`src/rtl/decoder_select_sequencer.sv`:
```
// Select sequencer for a 2-to-4 decoder: paces {a,b} through up, down or ping-pong scans.
// Step and wrap strobes are registered and line up with each new select value.
module decoder_select_sequencer #(
   parameter int TICK_DIV = 4
) (
   input  logic       clk,
   input  logic       reset,
   input  logic       en,
   input  logic [1:0] mode,
   input  logic       load,
   input  logic [1:0] load_val,
   output logic       a,
   output logic       b,
   output logic       dir,
   output logic       step,
   output logic       wrap
);

   localparam int PW = (TICK_DIV > 1) ? $clog2(TICK_DIV) : 1;
   localparam logic [PW-1:0] PC_LAST = PW'(TICK_DIV - 1);

   localparam logic [1:0] MODE_UP     = 2'b00;
   localparam logic [1:0] MODE_DOWN   = 2'b01;
   localparam logic [1:0] MODE_PING   = 2'b10;
   localparam logic [1:0] MODE_MANUAL = 2'b11;

   logic [1:0]    sel;
   logic [PW-1:0] pc;
   logic [1:0]    nxt_sel;
   logic          nxt_dir;
   logic          nxt_wrap;

   assign a = sel[1];
   assign b = sel[0];

   // Select value, direction and wrap flag that a step would produce this cycle.
   always_comb begin
      nxt_sel  = sel;
      nxt_dir  = dir;
      nxt_wrap = 1'b0;
      case (mode)
         MODE_UP: begin
            nxt_sel  = sel + 2'd1;
            nxt_wrap = (sel == 2'd3);
         end
         MODE_DOWN: begin
            nxt_sel  = sel - 2'd1;
            nxt_wrap = (sel == 2'd0);
         end
         MODE_PING: begin
            if (!dir) begin
               if (sel == 2'd3) begin
                  nxt_sel  = 2'd2;
                  nxt_dir  = 1'b1;
                  nxt_wrap = 1'b1;
               end else begin
                  nxt_sel = sel + 2'd1;
               end
            end else begin
               if (sel == 2'd0) begin
                  nxt_sel  = 2'd1;
                  nxt_dir  = 1'b0;
                  nxt_wrap = 1'b1;
               end else begin
                  nxt_sel = sel - 2'd1;
               end
            end
         end
         default: begin
            nxt_sel  = sel;
            nxt_dir  = dir;
            nxt_wrap = 1'b0;
         end
      endcase
   end

   always_ff @(posedge clk or posedge reset) begin
      if (reset) begin
         sel  <= 2'd0;
         pc   <= '0;
         dir  <= 1'b0;
         step <= 1'b0;
         wrap <= 1'b0;
      end else if (load) begin
         sel  <= load_val;
         pc   <= '0;
         dir  <= 1'b0;
         step <= 1'b0;
         wrap <= 1'b0;
      end else if (en && (mode != MODE_MANUAL)) begin
         if (pc == PC_LAST) begin
            pc   <= '0;
            sel  <= nxt_sel;
            dir  <= nxt_dir;
            step <= 1'b1;
            wrap <= nxt_wrap;
         end else begin
            pc   <= pc + PW'(1);
            step <= 1'b0;
            wrap <= 1'b0;
         end
      end else begin
         step <= 1'b0;
         wrap <= 1'b0;
      end
   end

endmodule

```
`config.mk`:
```
export PLATFORM = sky130hd
export DESIGN_NAME = decoder_select_sequencer
export DESIGN_NICKNAME = d
export VERILOG_FILES = /design/src/rtl/decoder_select_sequencer.sv
export SDC_FILE = /design/constraint.sdc
export NUM_CORES = 1
export LEC_CHECK = 0
export CAP_MARGIN = 20
export CORE_MARGIN = 2
export CORE_UTILIZATION = 40
export DETAILED_ROUTE_END_ITERATION = 8
export PLACE_DENSITY = 0.67
export SYNTH_ARGS = -nofsm -noshare
export SYNTH_HDL_FRONTEND = slang
export SYNTH_SLANG_ARGS = --single-unit
```
`constraint.sdc`:
```
create_clock -name clk -period 1.8 [get_ports clk]
set_input_delay 0.45 -clock clk [delete_from_list [all_inputs] [get_ports clk]]
set_output_delay 0.45 -clock clk [all_outputs]
set_load 0.005 [all_outputs]
```
---- Word-level counts from Yosys, hierarchy flattened ----
Index checks and enable logic that the tools add are counted.
storage, ports and cells
  bits of input ports ..................... 8
  output and inout bits ................... 5
  flip-flop bits (word level) ............. 7
operators by class
  multiplexer cells ....................... 26
  $add $sub $neg .......................... 3
  reduce and logical (&&, ||, !) cells .... 9
  equal/unequal tests ..................... 5
operators with widths
  operator             count
  $mux 2               9
  $mux 1               15
  $eq 2x2->1 const B   3
  $pmux 2 s3           1
  $reduce_and 3->1     2
  $reduce_bool 2->1    3
  $add 2x1->2 const B  2
  $logic_not 2->1      2
  $reduce_bool 4->1    1
  $pmux 1 s3           1
  $eq 2x1->1 const B   1
  $ne 2x2->1 const B   1
  $sub 2x1->2 const B  1
  $logic_and 1x1->1    1

---- Longest topological paths before layout ----
Gate-level depths: netlist of run 1.
  depth in word-level cells ............... 7
  depth in mapped cells ................... 6

---- Worst setup path before layout of run 1 ----
Ideal clock, no wire load.
  kind .................................... in2reg
  start point ............................. input mode[0]
  end point ............................... register sel[0]
  setup slack ............................. 315 ps
  arrival time ............................ 1412 ps
  stages .................................. 5
  library setup time ...................... 73 ps
  data required time ...................... 1727 ps
  path through ............................ inv_1 ha_1 nand3_1 a221o_1 a21oi_2
on the way
  word-level cells in the longest chain between the ends .. 5
  elaborated cells between the ends (all ways) .. 12
  those cells by class .................... 3 x eq/ne; 4 x mux; 5 x reduce/logical
RTL lines
  what                                line  text
  start, declared                     9     input logic [1:0] mode,
  $eq 2x2->1 (tied with other cells)  41    case (mode)
  $pmux 2 s3                          41
  $mux 2                              91    if (pc == PC_LAST) begin
  $mux 2                              90    end else if (en && (mode != MODE_MANUAL)) begin
  $mux 2                              84    end else if (load) begin
  end signal, assigned                85    sel <= load_val;
  end signal, assigned                93    sel <= nxt_sel;
  end, declared                       27    logic [1:0] sel;
Several ways; a longest one is shown, not always the timed one. The select of a mux whose other input is x is not followed.
A chain may end at the register's enable or synchronous reset.

---- Worst setup path after layout of run 1 ----
  start point ............................. register dir
  end point ............................... output dir
RTL lines
  what                    line  text
  start, declared         14    output logic dir,
  start signal, assigned  94    dir <= nxt_dir;
No word-level cell between the ends.

==> reports/metrics.yaml, run 1 <==
synth-simple-area-share: 0.1869
antenna_found_initial: 0
timing.slew.headroom: 0.8101
worstSetupPathType: "register to output port"
ys_seq_area_frac: 0.3271
rrSetupSlack_ps: 360
use_met1: 0.1941
vdd_drop_max_mv: 0.2392
critPathLaunchType: "register"
critPathLaunch: "dir$_DFFE_PP0P_"
synthesis.nets: 73
cpLargestDelayFamily: "buffers and inverters"
clk_pin_slew_worst_paths_ps: 50
via_per_inst: 4.957
routed_wl_um: 1065
placed_cell_area_um2: 715.7
overflow: 0
io_pins: 13
ys_ff_latch: 7
synth_top_family_by_area: "adder cells"
busiest_layer: "met2"
max_slew.worst_pin.slew_ps: 283.9
ys_types: 23
via_count: 456
grt_max_degree: 10
clock_sinks: 7
detail_route.first_pass.iterations: 4
post_drt_wl_per_cell_um: 11.58
cts-root-buf: "clkbuf_4"
clockBufferDepth: 2
start_util: 0.4221
maxCapViolations: 0
track_usage: 0.1489
crit_fanout: 8
finalPower_mw: 0.4219
place_inst: 88
grt.met3_usage: 0.01667
cp-end-kind: "output port"
required_ps: 1350
stdcell_count: 92
synthXorXnorAreaFrac: 0
outcome: "complete, no violations"
power_leakage_nw: 0.3806
port_buffers: 12
die_area_um2: 1648
crit_chain: "clkdlybuf4s50_1"
clock_skew_ps: 3.484
ctsHoldBuffers: 0
final_core_util: 0.6006
setup_viol: 0
synthCells: 56
r2r_start: "sel[0]$_DFFE_PP0P_"
drt_iter0_drc: 8
fin_ws_ps: 85.86
cts_tree: "built"
synth_area_um2: 535.5
chipWidth_um: 40.59
synth_compound_area_frac: 0.1822
holdWs_ps: 419.6
postSynthAreaPerCell_um2: 9.563
nets: 95
diodes: 0
max_freq_ghz: 0.5834
areaGrowthSynthToFinish_pct: 42.29
remaining_drc_errors: 0
hold_viol_final: 0
grt_pass1_vias: 368
rsz0062_at_grt: "false"
hold_path.class: "input port to async pin"
grt_first_pass_wirelength_um: 1600
p_per_area_nw_per_um2: 553.7
mostFrequentLayoutCells: "clkdlybuf4s50_1, ha_1, dfrtp_1"
ant_nets: 0
slowest_delay_ps: 550
row_count: 13
crit_buf_inv: 1
final_area_um2: 762.0
cts_htree_levels: 1
synth_fa_ha_area_frac: 0.2103
place_congestion: 0.7800
slew_violations: 0
dp_hpwl_um: 802.1
period_needed_ps: 1714
core_um2: 1269
critPathArrivalTime_ps: 1260
drive_gt1_frac: 0.1948
die_h_um: 40.59
dpl_worst_slack_ps: -337.0
layout_commonest_cell: "clkdlybuf4s50_1"
finalSetupTns_ps: 0
critPathSlowestCell: "clkdlybuf4s50_1"
ys_warn_count: 0
grt_use_met2: 0.2262
min_period_over_period: 0.9523
cts_inserted_buffers: 3
synth_mux_area_frac: 0.03738
clk-insertion-delay-late_ps: 250
-- where the power goes --
group | internal (mW) | leakage (nW) | switching (mW)
logic | 0.0576 | 0.273 | 0.0510
registers | 0.165 | 0.0921 | 0.00710
clock network | 0.0845 | 0.0150 | 0.0568
-- state kept, by name, indices dropped and copies added, names as in the netlist --
name / cells
step: 1
sel: 2
pc: 2
dir: 1
wrap: 1
-- kinds of logic after synthesis --
family,after synthesis
AOI/OAI and AO/OA,12
DFF,7
adders and majority gates,9
muxes,2
buffers and inverters,8
and+or+nand+nor,18
-- what timing repair did --
item | CTS | global route
hold endpoints to repair | 0 | 0
endpoints found under the setup margin | 2 | 3
gates resized for setup | 3 | 3
pin swaps | 0 | 2
buffers inserted | 0 | 0
-- final cells by class --
cell class | instances | area (um2)
Clock buffer | 4 | 26.28
Fill cell | 122 | 506.7
Inverter | 7 | 26.28
Multi-Input combinational cell | 41 | 349.1
Sequential cell | 7 | 175.2
Tap cell | 15 | 18.77
Timing Repair Buffer | 18 | 166.4
-- synthesized netlist by cell type (all sizes together) --
library cell	n	share of area
a21oi	4	0.044
a221o	1	0.019
a222oi	1	0.019
a311oi	2	0.033
and2	1	0.012
clkbuf	1	0.0070
dfrtp	7	0.33
ha	9	0.21
inv	7	0.049
mux2i	2	0.037
nand2	6	0.042
nand2b	1	0.012
nand3	1	0.0093
nand3b	1	0.037
nor2	4	0.028
nor2b	1	0.012
nor3	1	0.0093
nor4	1	0.012
o21ai	2	0.019
o21bai	1	0.035
o31ai	1	0.014
or2b	1	0.014
-- layer usage --
layer	routed length, um	part of all wire
met4	16	0.015
met5	0	0
met1	505	0.47
met2	503	0.47
met3	40	0.038
-- path summary, 6_finish.rpt --
| path | cells after the start | to |
|---|---|---|
| worst max-delay path | 1 | dir |
| worst min-delay path | 2 | step$_DFF_PP0_ |
| worst max register to register | 5 | sel[0]$_DFFE_PP0P_ |
| worst min register to register | 2 | pc[1]$_DFFE_PP0P_ |
| max in group asynchronous | 2 | sel[1]$_DFFE_PP0P_ |
| min in group clk | 2 | pc[1]$_DFFE_PP0P_ |
(Power assumes the default switching activity.)
==> run 2: changes to the inputs <==
--- a/config.mk
+++ b/config.mk
@@ -8,8 +8,10 @@
 export CAP_MARGIN = 20
 export CORE_MARGIN = 2
 export CORE_UTILIZATION = 40
+export CTS_CLUSTER_DIAMETER = 40
 export DETAILED_ROUTE_END_ITERATION = 8
 export PLACE_DENSITY = 0.67
+export SKIP_CTS_REPAIR_TIMING = 1
 export SYNTH_ARGS = -nofsm -noshare
 export SYNTH_HDL_FRONTEND = slang
 export SYNTH_SLANG_ARGS = --single-unit
==> run 2 against run 1 <==
Net effect: first-iteration DRC count unchanged; sequential share of layout area fell by 0.11 points; die area is the same; power hardly changed; design area grew 0.49%; global-route usage is 1.1 points lower; clock-buffer cell count did not move; hold slack better by 1.1 ps; register-to-register slack barely moved; core utilization grew 0.30 points; non-clock buffer count is the same; largest power group unchanged.
==> reports/metrics.yaml, run 2 (synthesis results as in run 1) <==
outcome: "complete, no violations"
cpLargestDelayFamily: "buffers and inverters"
vdd_drop_max_mv: 0.2395  # +0.11%
row_count: 13  # unchanged
grt_first_pass_wirelength_um: 1490  # -6.9%
cp-end-kind: "output port"
post_drt_wl_per_cell_um: 11.58  # unchanged
remaining_drc_errors: 0  # unchanged
die_h_um: 40.59  # unchanged
critPathSlowestCell: "clkdlybuf4s50_1"
antenna_found_initial: 0  # unchanged
final_core_util: 0.6036  # +0.002958
core_um2: 1269  # unchanged
hold_path.class: "input port to async pin"
slowest_delay_ps: 560  # about the same
crit_chain: "clkdlybuf4s50_1"
port_buffers: 12  # unchanged
required_ps: 1350  # about the same
start_util: 0.4221  # unchanged
finalPower_mw: 0.4221  # about the same
crit_fanout: 8  # unchanged
cts_inserted_buffers: 3  # unchanged
slew_violations: 0  # unchanged
rsz0062_at_grt: "false"
overflow: 0  # unchanged
fin_ws_ps: 70.42  # -15.44 ps
timing.slew.headroom: 0.8100  # about the same
place_inst: 88  # unchanged
hold_viol_final: 0  # unchanged
cts_htree_levels: 1  # unchanged
dpl_worst_slack_ps: -337.0  # unchanged
track_usage: 0.1375  # -0.01136
stdcell_count: 92  # unchanged
p_per_area_nw_per_um2: 551.2  # -0.45%
place_congestion: 0.7800  # unchanged
clk-insertion-delay-late_ps: 250  # about the same
diodes: 0  # unchanged
drive_gt1_frac: 0.1818  # -0.01299
clock_sinks: 7  # unchanged
critPathLaunchType: "register"
maxCapViolations: 0  # unchanged
clk_pin_slew_worst_paths_ps: 50  # about the same
setup_viol: 0  # unchanged
min_period_over_period: 0.9609  # +0.008577
max_slew.worst_pin.slew_ps: 285.0  # +1.073 ps
cts-root-buf: "clkbuf_4"
io_pins: 13  # unchanged
via_per_inst: 4.967  # +0.22%
grt_pass1_vias: 358  # -2.7%
power_leakage_nw: 0.3893  # +2.3%
mostFrequentLayoutCells: "clkdlybuf4s50_1, ha_1, inv_1, dfrtp_1"
dp_hpwl_um: 802.1  # unchanged
nets: 95  # unchanged
worstSetupPathType: "register to output port"
layout_commonest_cell: "clkdlybuf4s50_1"
final_area_um2: 765.7  # +0.49%
reg_top3: "pc (2), sel (2)"
clockBufferDepth: 2  # unchanged
clock_skew_ps: 3.169  # -0.3146 ps
die_area_um2: 1648  # unchanged
chipWidth_um: 40.59  # unchanged
grt_max_degree: 10  # unchanged
routed_wl_um: 1065  # unchanged
via_count: 457  # +0.22%
critPathArrivalTime_ps: 1280  # +20 ps
drt_iter0_drc: 8  # unchanged
max_freq_ghz: 0.5782  # -0.89%
period_needed_ps: 1730  # +15.44 ps
cts_tree: "built"
placed_cell_area_um2: 715.7  # unchanged
areaGrowthSynthToFinish_pct: 42.99
crit_buf_inv: 1  # unchanged
detail_route.first_pass.iterations: 4  # unchanged
ant_nets: 0  # unchanged
fillers: 120  # -1.6%
-- run 2: report_power, final --
group          total (mW)  switching, mW  leakage [nW]  internal, mW
clock network       0.141         0.0566        0.0150        0.0845
logic               0.109         0.0512         0.282        0.0579
registers           0.172        0.00701        0.0921         0.165
-- run 2: worst paths after layout --
kind,cells after the start,from,slack (ps),endpoint
worst min register to register,2,pc[1]$_DFFE_PP0P_,530,pc[1]$_DFFE_PP0P_
max in group asynchronous,2,reset,1170,sel[1]$_DFFE_PP0P_
worst max-delay path,1,dir$_DFFE_PP0P_,70,dir
worst min-delay path,2,reset,420,step$_DFF_PP0_
worst max register to register,5,sel[0]$_DFFE_PP0P_,350,sel[0]$_DFFE_PP0P_
min in group clk,2,pc[1]$_DFFE_PP0P_,530,pc[1]$_DFFE_PP0P_
-- run 2: area by class of cell --
type | count | area [um2] | area share
clock buffer | 4 | 26.28 | 0.03431
inverter | 7 | 26.28 | 0.03431
multi-input combinational | 41 | 349.1 | 0.4559
sequential | 7 | 175.2 | 0.2288
tap | 15 | 18.77 | 0.02451
timing repair buffer | 18 | 170.2 | 0.2222
-- run 2: worst register-to-register path, cell delays in order, from the launching register on --
cell     delay [ps]
dfrtp_1         430
inv_1           120
ha_1            240
nand3_1         100
a221o_1         380
a21oi_2         120
-- run 2: per-layer routing --
| metal | GRT usage | part of all wire |
|---|---|---|
| met4 | 0.1000 | 0.015 |
| met1 | 0.1842 | 0.48 |
| met2 | 0.1984 | 0.48 |
| met3 | 0.01667 | 0.023 |
| met5 | 0 | 0 |
-- run 2: metrics by stage --
step	hold slack [ps]	TNS (ps)
floorplan	253.4	0
global placement	516.7	-963.1
finish	420.7	0
global route	456.0	0
detailed placement	522.1	-1077
CTS	427.8	-140.8
==> run 3: changes to the inputs <==
--- a/config.mk
+++ b/config.mk
@@ -11,6 +11,7 @@
 export CTS_CLUSTER_DIAMETER = 40
 export DETAILED_ROUTE_END_ITERATION = 8
 export PLACE_DENSITY = 0.67
+export SETUP_SLACK_MARGIN = 0.05
 export SKIP_CTS_REPAIR_TIMING = 1
 export SYNTH_ARGS = -nofsm -noshare
 export SYNTH_HDL_FRONTEND = slang
==> run 3 against run 2 <==
Net effect: wire length unchanged; power about the same; clock power about the same; clock-buffer cell count unchanged; die area unchanged; hold slack about the same; global-route usage unchanged; combinational power about the same; largest power group unchanged; sequential power about the same; highest routed layer unchanged; sequential cell count unchanged; worst setup slack improved by 75 ps.
==> reports/metrics.yaml, run 3 (synthesis results as in run 1) <==
timing.slew.headroom: 0.8100  # unchanged
post_drt_wl_per_cell_um: 11.58  # unchanged
required_ps: 1350  # about the same
drive_gt1_frac: 0.1948  # +0.01299
die_h_um: 40.59  # unchanged
r2r_start: "sel[0]$_DFFE_PP0P_"
cp.depth: 1  # unchanged
finalPower_mw: 0.4221  # about the same
areaGrowthSynthToFinish_pct: 43.22
period_needed_ps: 1654  # -75.39 ps
cpLargestDelayFamily: "buffers and inverters"
slew_violations: 0  # unchanged
core_um2: 1269  # unchanged
clock_skew_ps: 3.172  # +0.002520 ps
layout_commonest_cell: "clkdlybuf4s50_1"
overflow: 0  # unchanged
drt_iter0_drc: 8  # unchanged
dpl_worst_slack_ps: -337.0  # unchanged
diodes: 0  # unchanged
slowest_delay_ps: 530  # -30 ps
fin_ws_ps: 145.8  # +75.39 ps
port_buffers: 12  # unchanged
dp_hpwl_um: 802.1  # unchanged
crit_buf_inv: 1  # unchanged
clock_sinks: 7  # unchanged
busiest_layer: "met2"
mostFrequentLayoutCells: "clkdlybuf4s50_1, ha_1, inv_1"
critPathLaunchType: "register"
outcome: "complete, no violations"
cts_tree: "built"
critPathLaunch: "dir$_DFFE_PP0P_"
fillers: 121  # +0.83%
critPathArrivalTime_ps: 1200  # -80 ps
stdcell_count: 92  # unchanged
antenna_found_initial: 0  # unchanged
io_pins: 13  # unchanged
vdd_drop_max_mv: 0.2395  # unchanged
power_leakage_nw: 0.3876  # -0.43%
clk_pin_slew_worst_paths_ps: 50  # about the same
clockBufferDepth: 2  # unchanged
p_per_area_nw_per_um2: 550.3  # -0.17%
use_met1: 0.1842  # unchanged
setup_viol: 0  # unchanged
row_count: 13  # unchanged
hold_viol_final: 0  # unchanged
crit_fanout: 8  # unchanged
final_area_um2: 767.0  # +0.16%
critPathSlowestCell: "clkdlybuf4s50_1"
min_period_over_period: 0.9190  # -0.04188
hold_path.class: "input port to async pin"
grt_max_degree: 10  # unchanged
rsz0062_at_grt: "false"
cp-end-kind: "output port"
grt_use_met2: 0.1984  # unchanged
detail_route.first_pass.iterations: 4  # unchanged
crit_chain: "clkdlybuf4s50_1"
via_count: 457  # unchanged
track_usage: 0.1375  # unchanged
grt.met3_usage: 0.01667  # unchanged
cts-root-buf: "clkbuf_4"
nets: 95  # unchanged
chipWidth_um: 40.59  # unchanged
final_core_util: 0.6045  # +0.0009860
remaining_drc_errors: 0  # unchanged
grt_first_pass_wirelength_um: 1490  # unchanged
cts_htree_levels: 1  # unchanged
max_slew.worst_pin.slew_ps: 285.0  # unchanged
maxCapViolations: 0  # unchanged
max_freq_ghz: 0.6045  # +4.6%
grt_pass1_vias: 358  # unchanged
die_area_um2: 1648  # unchanged
place_congestion: 0.7800  # unchanged
place_inst: 88  # unchanged
via_per_inst: 4.967  # unchanged
r2r_cells: 5  # unchanged
ant_nets: 0  # unchanged
cts_inserted_buffers: 3  # unchanged
placed_cell_area_um2: 715.7  # unchanged
clk-insertion-delay-late_ps: 250  # about the same
worstSetupPathType: "register to output port"
reg_top3: "pc (2), sel (2)"
routed_wl_um: 1065  # unchanged
start_util: 0.4221  # unchanged
## run 3: cell counts in the layout (fill, tap and decap cells not counted)
No cell type changed its count.
## run 3: layout make-up
cell class / count / area [um2] / area share
Tap cell: 15 / 18.77 / 0.02447
Timing Repair Buffer: 18 / 170.2 / 0.2219
Multi-Input combinational cell: 41 / 349.1 / 0.4551
Clock buffer: 4 / 26.28 / 0.03426
Inverter: 7 / 26.28 / 0.03426
Sequential cell: 7 / 176.4 / 0.2300
## run 3: final timing paths
check	slack [ps]	end
max in group asynchronous	1150	dir$_DFFE_PP0P_
min in group clk	530	pc[1]$_DFFE_PP0P_
min	420	step$_DFF_PP0_
max	150	dir
min reg2reg	530	pc[1]$_DFFE_PP0P_
max reg2reg	350	sel[1]$_DFFE_PP0P_
## run 3: routing by layer
metal  wire length (um)  part of all wire  vias up
met3                 24             0.023        2
met2                508              0.48       10
met5                  0                 0        -
li1                   -                 -      238
met4                 16             0.015        0
met1                515              0.48      207
## run 3: per-stage QoR
stage	hold slack, ps	TNS (ps)
finish	420.6	0
global route	456.0	0
CTS	427.8	-140.8
detailed placement	522.1	-1077
global placement	516.7	-963.1
floorplan	253.4	0
## run 3: power by group
part           internal [mW]  total [mW]  switching, mW
clock network         0.0845       0.141         0.0566
registers              0.165       0.172        0.00701
logic                 0.0579       0.109         0.0512
total                  0.307       0.422          0.115
